$ cat src/rtl/mist32e_memarb_pkg.sv
// Shared types and master identifiers for the external memory bus arbiter.
package mist32e_memarb_pkg;

    typedef logic master_id_t;

    localparam master_id_t MEMARB_M_BOOT = 1'b0;
    localparam master_id_t MEMARB_M_CORE = 1'b1;

endpackage

$ cat src/rtl/mist32e_memarb_tag_fifo.sv
// Owner-tag FIFO: remembers which master issued each outstanding read so the
// returned data can be routed back in issue order.
module mist32e_memarb_tag_fifo
    import mist32e_memarb_pkg::*;
#(
    parameter int P_TAG_DEPTH = 4
) (
    input  logic       iCLOCK,
    input  logic       inRESET,
    input  logic       iCLEAR,
    input  logic       iPUSH,
    input  master_id_t iPUSH_ID,
    input  logic       iPOP,
    output logic       oFULL,
    output logic       oEMPTY,
    output master_id_t oHEAD
);

    localparam int PTR_W = $clog2(P_TAG_DEPTH);

    logic [PTR_W-1:0] wrPtr;
    logic [PTR_W-1:0] rdPtr;
    logic [PTR_W:0]   count;
    master_id_t       tagMem [P_TAG_DEPTH];
    logic             doPush;
    logic             doPop;

    assign oFULL  = (count == (PTR_W+1)'(P_TAG_DEPTH));
    assign oEMPTY = (count == '0);
    assign oHEAD  = tagMem[rdPtr];
    assign doPush = iPUSH && !oFULL;
    assign doPop  = iPOP && !oEMPTY;

    // Pointers and occupancy; both pointers wrap naturally at the depth.
    always_ff @(posedge iCLOCK or negedge inRESET) begin
        if (!inRESET) begin
            wrPtr <= '0;
            rdPtr <= '0;
            count <= '0;
        end else if (iCLEAR) begin
            wrPtr <= '0;
            rdPtr <= '0;
            count <= '0;
        end else begin
            if (doPush) wrPtr <= wrPtr + 1'b1;
            if (doPop)  rdPtr <= rdPtr + 1'b1;
            case ({doPush, doPop})
                2'b10:   count <= count + 1'b1;
                2'b01:   count <= count - 1'b1;
                default: count <= count;
            endcase
        end
    end

    // Tag storage needs no reset: only entries between the pointers are read.
    always_ff @(posedge iCLOCK) begin
        if (doPush) tagMem[wrPtr] <= iPUSH_ID;
    end

endmodule

$ cat src/rtl/mist32e_memory_arbiter.sv
// Two-master cycle-by-cycle arbiter for the single-port external memory bus.
// M0 is the boot loader, M1 the core; read returns are routed by owner tag.
module mist32e_memory_arbiter
    import mist32e_memarb_pkg::*;
#(
    parameter int P_TAG_DEPTH = 4,
    parameter int P_FIXED_PRI = 0
) (
    input  logic        iCLOCK,
    input  logic        inRESET,
    input  logic        iRESET_SYNC,
    input  logic        iM0_REQ,
    output logic        oM0_LOCK,
    input  logic [3:0]  iM0_MASK,
    input  logic        iM0_RW,
    input  logic [31:0] iM0_ADDR,
    input  logic [31:0] iM0_DATA,
    output logic        oM0_VALID,
    input  logic        iM0_BUSY,
    output logic [63:0] oM0_DATA,
    input  logic        iM1_REQ,
    output logic        oM1_LOCK,
    input  logic [3:0]  iM1_MASK,
    input  logic        iM1_RW,
    input  logic [31:0] iM1_ADDR,
    input  logic [31:0] iM1_DATA,
    output logic        oM1_VALID,
    input  logic        iM1_BUSY,
    output logic [63:0] oM1_DATA,
    output logic        oMEMORY_REQ,
    input  logic        iMEMORY_BUSY,
    output logic [3:0]  oMEMORY_MASK,
    output logic        oMEMORY_RW,
    output logic [31:0] oMEMORY_ADDR,
    output logic [31:0] oMEMORY_DATA,
    input  logic        iMEMORY_VALID,
    output logic        oMEMORY_BUSY,
    input  logic [63:0] iMEMORY_DATA,
    output logic        oERR_UNDERFLOW
);

    master_id_t rrPtr;
    master_id_t grant;
    master_id_t head;
    logic       resetActive;
    logic       fifoFull;
    logic       fifoEmpty;
    logic       elig0;
    logic       elig1;
    logic       accept;
    logic       push;
    logic       pop;
    logic       headBusy;

    // Outputs that must stay quiet while either reset is asserted.
    assign resetActive = !inRESET || iRESET_SYNC;

    // A read cannot be taken while every tag slot is occupied.
    assign elig0 = iM0_REQ && !(!iM0_RW && fifoFull);
    assign elig1 = iM1_REQ && !(!iM1_RW && fifoFull);

    // Grant selection and request field mux.
    always_comb begin
        grant = MEMARB_M_BOOT;
        if (elig0 && elig1) begin
            grant = (P_FIXED_PRI != 0) ? MEMARB_M_BOOT : rrPtr;
        end else if (elig1) begin
            grant = MEMARB_M_CORE;
        end
        oMEMORY_REQ  = (elig0 || elig1) && !resetActive;
        oMEMORY_MASK = (grant == MEMARB_M_CORE) ? iM1_MASK : iM0_MASK;
        oMEMORY_RW   = (grant == MEMARB_M_CORE) ? iM1_RW   : iM0_RW;
        oMEMORY_ADDR = (grant == MEMARB_M_CORE) ? iM1_ADDR : iM0_ADDR;
        oMEMORY_DATA = (grant == MEMARB_M_CORE) ? iM1_DATA : iM0_DATA;
    end

    assign accept   = oMEMORY_REQ && !iMEMORY_BUSY;
    assign oM0_LOCK = iM0_REQ && !(accept && grant == MEMARB_M_BOOT);
    assign oM1_LOCK = iM1_REQ && !(accept && grant == MEMARB_M_CORE);
    assign push     = accept && !oMEMORY_RW;

    // Return routing: the FIFO head names the owner of the next read data.
    assign headBusy     = (head == MEMARB_M_CORE) ? iM1_BUSY : iM0_BUSY;
    assign oMEMORY_BUSY = !fifoEmpty && headBusy;
    assign pop          = iMEMORY_VALID && !fifoEmpty && !headBusy;
    assign oM0_VALID    = iMEMORY_VALID && !fifoEmpty && !resetActive && (head == MEMARB_M_BOOT);
    assign oM1_VALID    = iMEMORY_VALID && !fifoEmpty && !resetActive && (head == MEMARB_M_CORE);
    assign oM0_DATA     = iMEMORY_DATA;
    assign oM1_DATA     = iMEMORY_DATA;

    // Round-robin pointer moves to the non-granted master after each accept.
    always_ff @(posedge iCLOCK or negedge inRESET) begin
        if (!inRESET) begin
            rrPtr <= MEMARB_M_BOOT;
        end else if (iRESET_SYNC) begin
            rrPtr <= MEMARB_M_BOOT;
        end else if (accept && P_FIXED_PRI == 0) begin
            rrPtr <= ~grant;
        end
    end

    // Sticky flag for read data arriving with no outstanding owner.
    always_ff @(posedge iCLOCK or negedge inRESET) begin
        if (!inRESET) begin
            oERR_UNDERFLOW <= 1'b0;
        end else if (iRESET_SYNC) begin
            oERR_UNDERFLOW <= 1'b0;
        end else if (iMEMORY_VALID && fifoEmpty) begin
            oERR_UNDERFLOW <= 1'b1;
        end
    end

    mist32e_memarb_tag_fifo #(
        .P_TAG_DEPTH(P_TAG_DEPTH)
    ) uTagFifo (
        .iCLOCK  (iCLOCK),
        .inRESET (inRESET),
        .iCLEAR  (iRESET_SYNC),
        .iPUSH   (push),
        .iPUSH_ID(grant),
        .iPOP    (pop),
        .oFULL   (fifoFull),
        .oEMPTY  (fifoEmpty),
        .oHEAD   (head)
    );

endmodule
$ cat config.mk
export PLATFORM = sky130hd
export DESIGN_NAME = mist32e_memory_arbiter
export DESIGN_NICKNAME = d
export VERILOG_FILES = /design/src/rtl/mist32e_memarb_pkg.sv /design/src/rtl/mist32e_memarb_tag_fifo.sv /design/src/rtl/mist32e_memory_arbiter.sv
export SDC_FILE = /design/constraint.sdc
export NUM_CORES = 1
export LEC_CHECK = 0
export CAP_MARGIN = 20
export CORE_AREA = 4 4 159 161
export DETAILED_ROUTE_END_ITERATION = 10
export DIE_AREA = 0 0 163 165
export GPL_TIMING_DRIVEN = 1
export SLEW_MARGIN = 20
export SYNTH_ARGS = -nofsm -noshare
export SYNTH_HDL_FRONTEND = slang
export SYNTH_SLANG_ARGS = --single-unit
$ cat constraint.sdc
create_clock -name iCLOCK -period 3.3 [get_ports iCLOCK]
set_clock_uncertainty 0.1 [all_clocks]
set_input_delay 0.495 -clock iCLOCK [delete_from_list [all_inputs] [get_ports iCLOCK]]
set_output_delay 0.495 -clock iCLOCK [all_outputs]
set_load 0.01 [all_outputs]
==> results by group <==
Synthesis
  • Post-synth EDFFs: 4
  • Average instance area after synthesis: 9.32 um2
  • Net count after synthesis: 503
  • Prevailing post-synth register cell: sky130_fd_sc_hd__dfrtp_1
  • Post-synth cell types: 41
  • Mapped Area: 2670 um2
  • Total number of yosys warnings: 0
  • Share of flip-flops with an asynchronous set or reset after synthesis: 69.2%
  • Total of flip-flops plus latches after synthesis: 13
  • Cells after Synth: 287
  • Post-synthesis sequential area ratio: 12.9%

Worst setup path
  • Worst reg-to-reg path cell count: 10
  • Critical-path maximum fanout: 5
  • Critical path's largest stage delay: 0.52 ns
  • Worst flop-to-flop path startpoint: uTagFifo.count[0]
  • Worst reg2reg setup slack: 0.65 ns
  • R2R Path End: uTagFifo.count[2]
  • Worst setup EP type: primary output
  • Type of origin of the critical path: input pin
  • Dominant delay contributor by cell family on the critical path: buffers and inverters
  • Data arrival time of the worst path: 2.64 ns
  • List of cells traversed by the critical path: dlygate4sd2_1 -> or4b_4 -> o211ai_1 -> buf_6 -> buf_12 -> buf_4 -> bufbuf_16 -> mux2_1 -> clkdlybuf4s15_1
  • Cell with the largest stage delay on the worst path: sky130_fd_sc_hd__or4b_4
  • Worst endpoint required time: 2.70 ns
  • Crit path depth: 9
  • Category of the critical setup timing path: input pin to primary output
  • Buffer and inverter count on the worst path: 6

Route
  • Met2 wire length: 5480 um
  • Number of antenna-violating nets in the routed design: 0
  • Pre-antenna DRT Iters: 4
  • Count of unresolved DRC violations after routing: 0
  • Count of routing violations after the opening detailed-route iteration: 41
  • Routed met1 length: 4700 um
  • Routed WL: 11900 um
  • Via Count: 2347
  • Vias per std cell: 3.22
  • Wire length per cell after detailed routing: 16.3 um
  • Detailed-routed wire length on met3: 1520 um
  • Highest metal used: met4

Floorplan
  • Initial core utilization: 11.2%
  • Die footprint: 26900 um2
  • Core area: 24000 um2
  • Total number of placement rows: 57
  • Number of primary I/O pins: 415
  • Overall die width: 163 um
  • DIE HEIGHT: 165 um

Place
  • Worst setup slack before clock tree synthesis: -0.358 ns
  • Total cell area at the placement stage: 4420 um2
  • Routability congestion estimate: 0.772
  • Buffers on Ports: 222
  • HPWL Detailed: 9450 um

Power and ir drop
  • Leakage component of the power: 1.87 nW
  • Worst vdd ir: 132 uV
  • Pwr per Cell Area: 208 nW/um2

Hold path
  • WHS Endpoint: oERR_UNDERFLOW
  • Instance count along the most critical hold path: 2
  • Hold Crit Start: oERR_UNDERFLOW
  • Tightest Hold Check Type: flip-flop to flip-flop

Layout
  • Fraction of layout cells with a size suffix above 1: 12.4%
  • Post-Layout Inst Area: 4690 um2
  • Syn-to-layout area delta: 75.4%
  • Diodes inserted: 0
  • Layout net count: 621

Timing
  • Highest clock frequency the design can meet: 0.309 GHz
  • Final setup margin: 0.0668 ns
  • Number of setup violations in the final report: 0
  • Max-slew headroom at the worst pin: 67.1%
  • Worst hold slack after final layout: 0.395 ns
  • Time the worst path needs with I/O delays and setup: 3.23 ns
  • Total Negative Setup Slacks: 0 ns
  • Slew at the pin closest to its max-slew limit: 0.490 ns
  • Final Hold Violating Endpoints: 0
  • Unrepaired setup endpoints after global routing: no
  • Final period util: 98.0%
  • Count of pins over their slew limit: 0

Global routing
  • Maximum number of pins on one net before global-route repair: 16
  • Vias in the first global route: 2495
  • Overall routing resource usage: 8.11%
  • First-pass GRT wire length: 16200 um
  • Antenna violations before repair: 1
  • Total congestion overflow: 0

Run
  • Number of max-cap violations: 0

Clock tree
  • Clock buffer count from CTS: 3
  • Clk sink count: 13
  • Clock network latency to the later pin of the worst-skew pair: 0.24 ns
  • Maximum root-to-sink buffer count: 2
  • Clock-pin slew on the worst setup and hold paths: 0.04 ns
  • Count of H-tree levels built during CTS: 1
  • Root Driver: sky130_fd_sc_hd__clkbuf_16
  • Cts hold-fix bufs: 0
  • TritonCTS clock tree: done

Outcome
  • Result of the run: finished clean
## power by group
part	total [W]	leakage, nW	internal (W)	switching [W]
clock	0.000229	0.0382	0.000163	0.0000659
combinational	0.000568	1.67	0.000369	0.000199
sequential	0.000177	0.158	0.000172	0.00000474
total	0.000973	1.87	0.000704	0.000270
## per-stage QoR
| step | total power [W] | utilization [%] | cells |
|---|---|---|---|
| after floorplan | 0.000516 | - | 287 |
| after global placement | 0.000736 | 18.4 | 709 |
| after detailed placement | 0.000737 | 18.4 | 709 |
| after CTS | 0.000992 | 19.5 | 728 |
| after global routing | 0.00103 | 19.6 | 728 |
| final | 0.000973 | 19.6 | 728 |
## worst register-to-register path, stage by stage (launching register included)
cell and delay, ns:
sky130_fd_sc_hd__dfrtp_1 0.41, sky130_fd_sc_hd__buf_4 0.16, sky130_fd_sc_hd__nor3_1 0.42, sky130_fd_sc_hd__and2b_4 0.28
sky130_fd_sc_hd__nand2_4 0.11, sky130_fd_sc_hd__nor2_1 0.07, sky130_fd_sc_hd__fa_1 0.35, sky130_fd_sc_hd__inv_1 0.08
sky130_fd_sc_hd__nor4_1 0.05, sky130_fd_sc_hd__mux2i_1 0.17, sky130_fd_sc_hd__mux2_1 0.33
## timing repair
item | in CTS | in global routing
gates cloned | 6 | 0
pin swaps | 2 | 1
setup buffers | 9 | 0
gates resized for setup | 71 | 6
endpoints found under the setup margin | 69 | 6
## synthesized netlist by cell type, types with 2 or more instances
library cell               count  area (um2)
sky130_fd_sc_hd__a21boi_1      3        22.5
sky130_fd_sc_hd__nand2b_1      4        25.0
sky130_fd_sc_hd__ha_1          4        50.1
sky130_fd_sc_hd__buf_2         7        35.0
sky130_fd_sc_hd__and2_1        4        25.0
sky130_fd_sc_hd__nand3_1       2        10.0
sky130_fd_sc_hd__nor2b_1       2        12.5
sky130_fd_sc_hd__edfxtp_1      4         120
sky130_fd_sc_hd__mux2_1       69         777
sky130_fd_sc_hd__a21oi_1       3        15.0
sky130_fd_sc_hd__dfrtp_1       9         225
sky130_fd_sc_hd__xor2_1        2        17.5
sky130_fd_sc_hd__buf_4       128         961
sky130_fd_sc_hd__inv_1         3        11.3
sky130_fd_sc_hd__mux2i_1       3        30.0
sky130_fd_sc_hd__o211ai_1      2        15.0
sky130_fd_sc_hd__or4b_1        2        20.0
sky130_fd_sc_hd__nor2_1       12        45.0
sky130_fd_sc_hd__clkbuf_1      2        7.51
## metal layers
metal,GRT usage [%],vias up
met2,13.6,192
met5,0,-
met3,3.52,33
met1,9.63,1050
li1,-,1072
met4,1.83,0
## placed cells by master (no fill, tap or decap), types with 2 or more instances in the layout
cell type	Yosys	routed
sky130_fd_sc_hd__a21boi_1	3	3
sky130_fd_sc_hd__a21oi_1	3	3
sky130_fd_sc_hd__and2_1	4	4
sky130_fd_sc_hd__buf_12	0	4
sky130_fd_sc_hd__buf_4	128	18
sky130_fd_sc_hd__buf_6	0	3
sky130_fd_sc_hd__bufbuf_16	0	3
sky130_fd_sc_hd__clkbuf_16	0	3
sky130_fd_sc_hd__clkdlybuf4s15_1	0	8
sky130_fd_sc_hd__clkdlybuf4s50_1	0	164
sky130_fd_sc_hd__dfrtp_1	9	8
sky130_fd_sc_hd__dlygate4sd2_1	0	48
sky130_fd_sc_hd__edfxtp_1	4	4
sky130_fd_sc_hd__ha_1	4	4
sky130_fd_sc_hd__inv_1	3	3
sky130_fd_sc_hd__mux2_1	69	67
sky130_fd_sc_hd__mux2_2	0	2
sky130_fd_sc_hd__mux2i_1	3	3
sky130_fd_sc_hd__nand2b_1	4	4
sky130_fd_sc_hd__nand3_1	2	2
sky130_fd_sc_hd__nor2_1	12	12
sky130_fd_sc_hd__nor2b_1	2	2
sky130_fd_sc_hd__o211ai_1	2	2
sky130_fd_sc_hd__xor2_1	2	2
## how the worst max path moves through the flow
stage	start	end	slack, ns
4_1_cts	iM1_RW	oMEMORY_ADDR[23]	0.05
6_report	iM1_RW	oMEMORY_DATA[11]	0.07
2_1_floorplan	iM1_REQ	uTagFifo.count[2]	0.77
3_5_place_dp	iM1_RW	oMEMORY_DATA[7]	-0.36
3_3_place_gp	iM1_RW	oMEMORY_DATA[7]	-0.37
5_1_grt	iM1_RW	oMEMORY_DATA[11]	0.009
## kinds of logic (layout without fill, tap and decap cells)
logic type / count (synthesis) / after routing / share of synthesized area, %
mux: 75 / 75 / 32.4
xor+xnor: 4 / 4 / 1.59
fa+ha+maj: 5 / 5 / 2.62
compound gates: 11 / 11 / 2.85
simple gates: 38 / 38 / 9.50
buf+inv: 141 / 258 / 38.1
flops: 13 / 13 / 12.9
## flip-flops by register name (all words and copies together), names as in the netlist
name	cells
uTagFifo.tagMem	4
uTagFifo.count	3
uTagFifo.rdPtr	2
uTagFifo.wrPtr	2
oERR_UNDERFLOW	1
rrPtr	1
## area by class of cell
| type | instances | area, um2 |
|---|---|---|
| multi-input cells | 133 | 1320 |
| well taps | 324 | 405 |
| inverters | 4 | 15.0 |
| flip-flops and latches | 13 | 347 |
| repair buffers | 250 | 2530 |
| fillers | 2651 | 19300 |
| clock buffers | 4 | 78.8 |
Note: power is estimated with default switching activity, not from simulation.
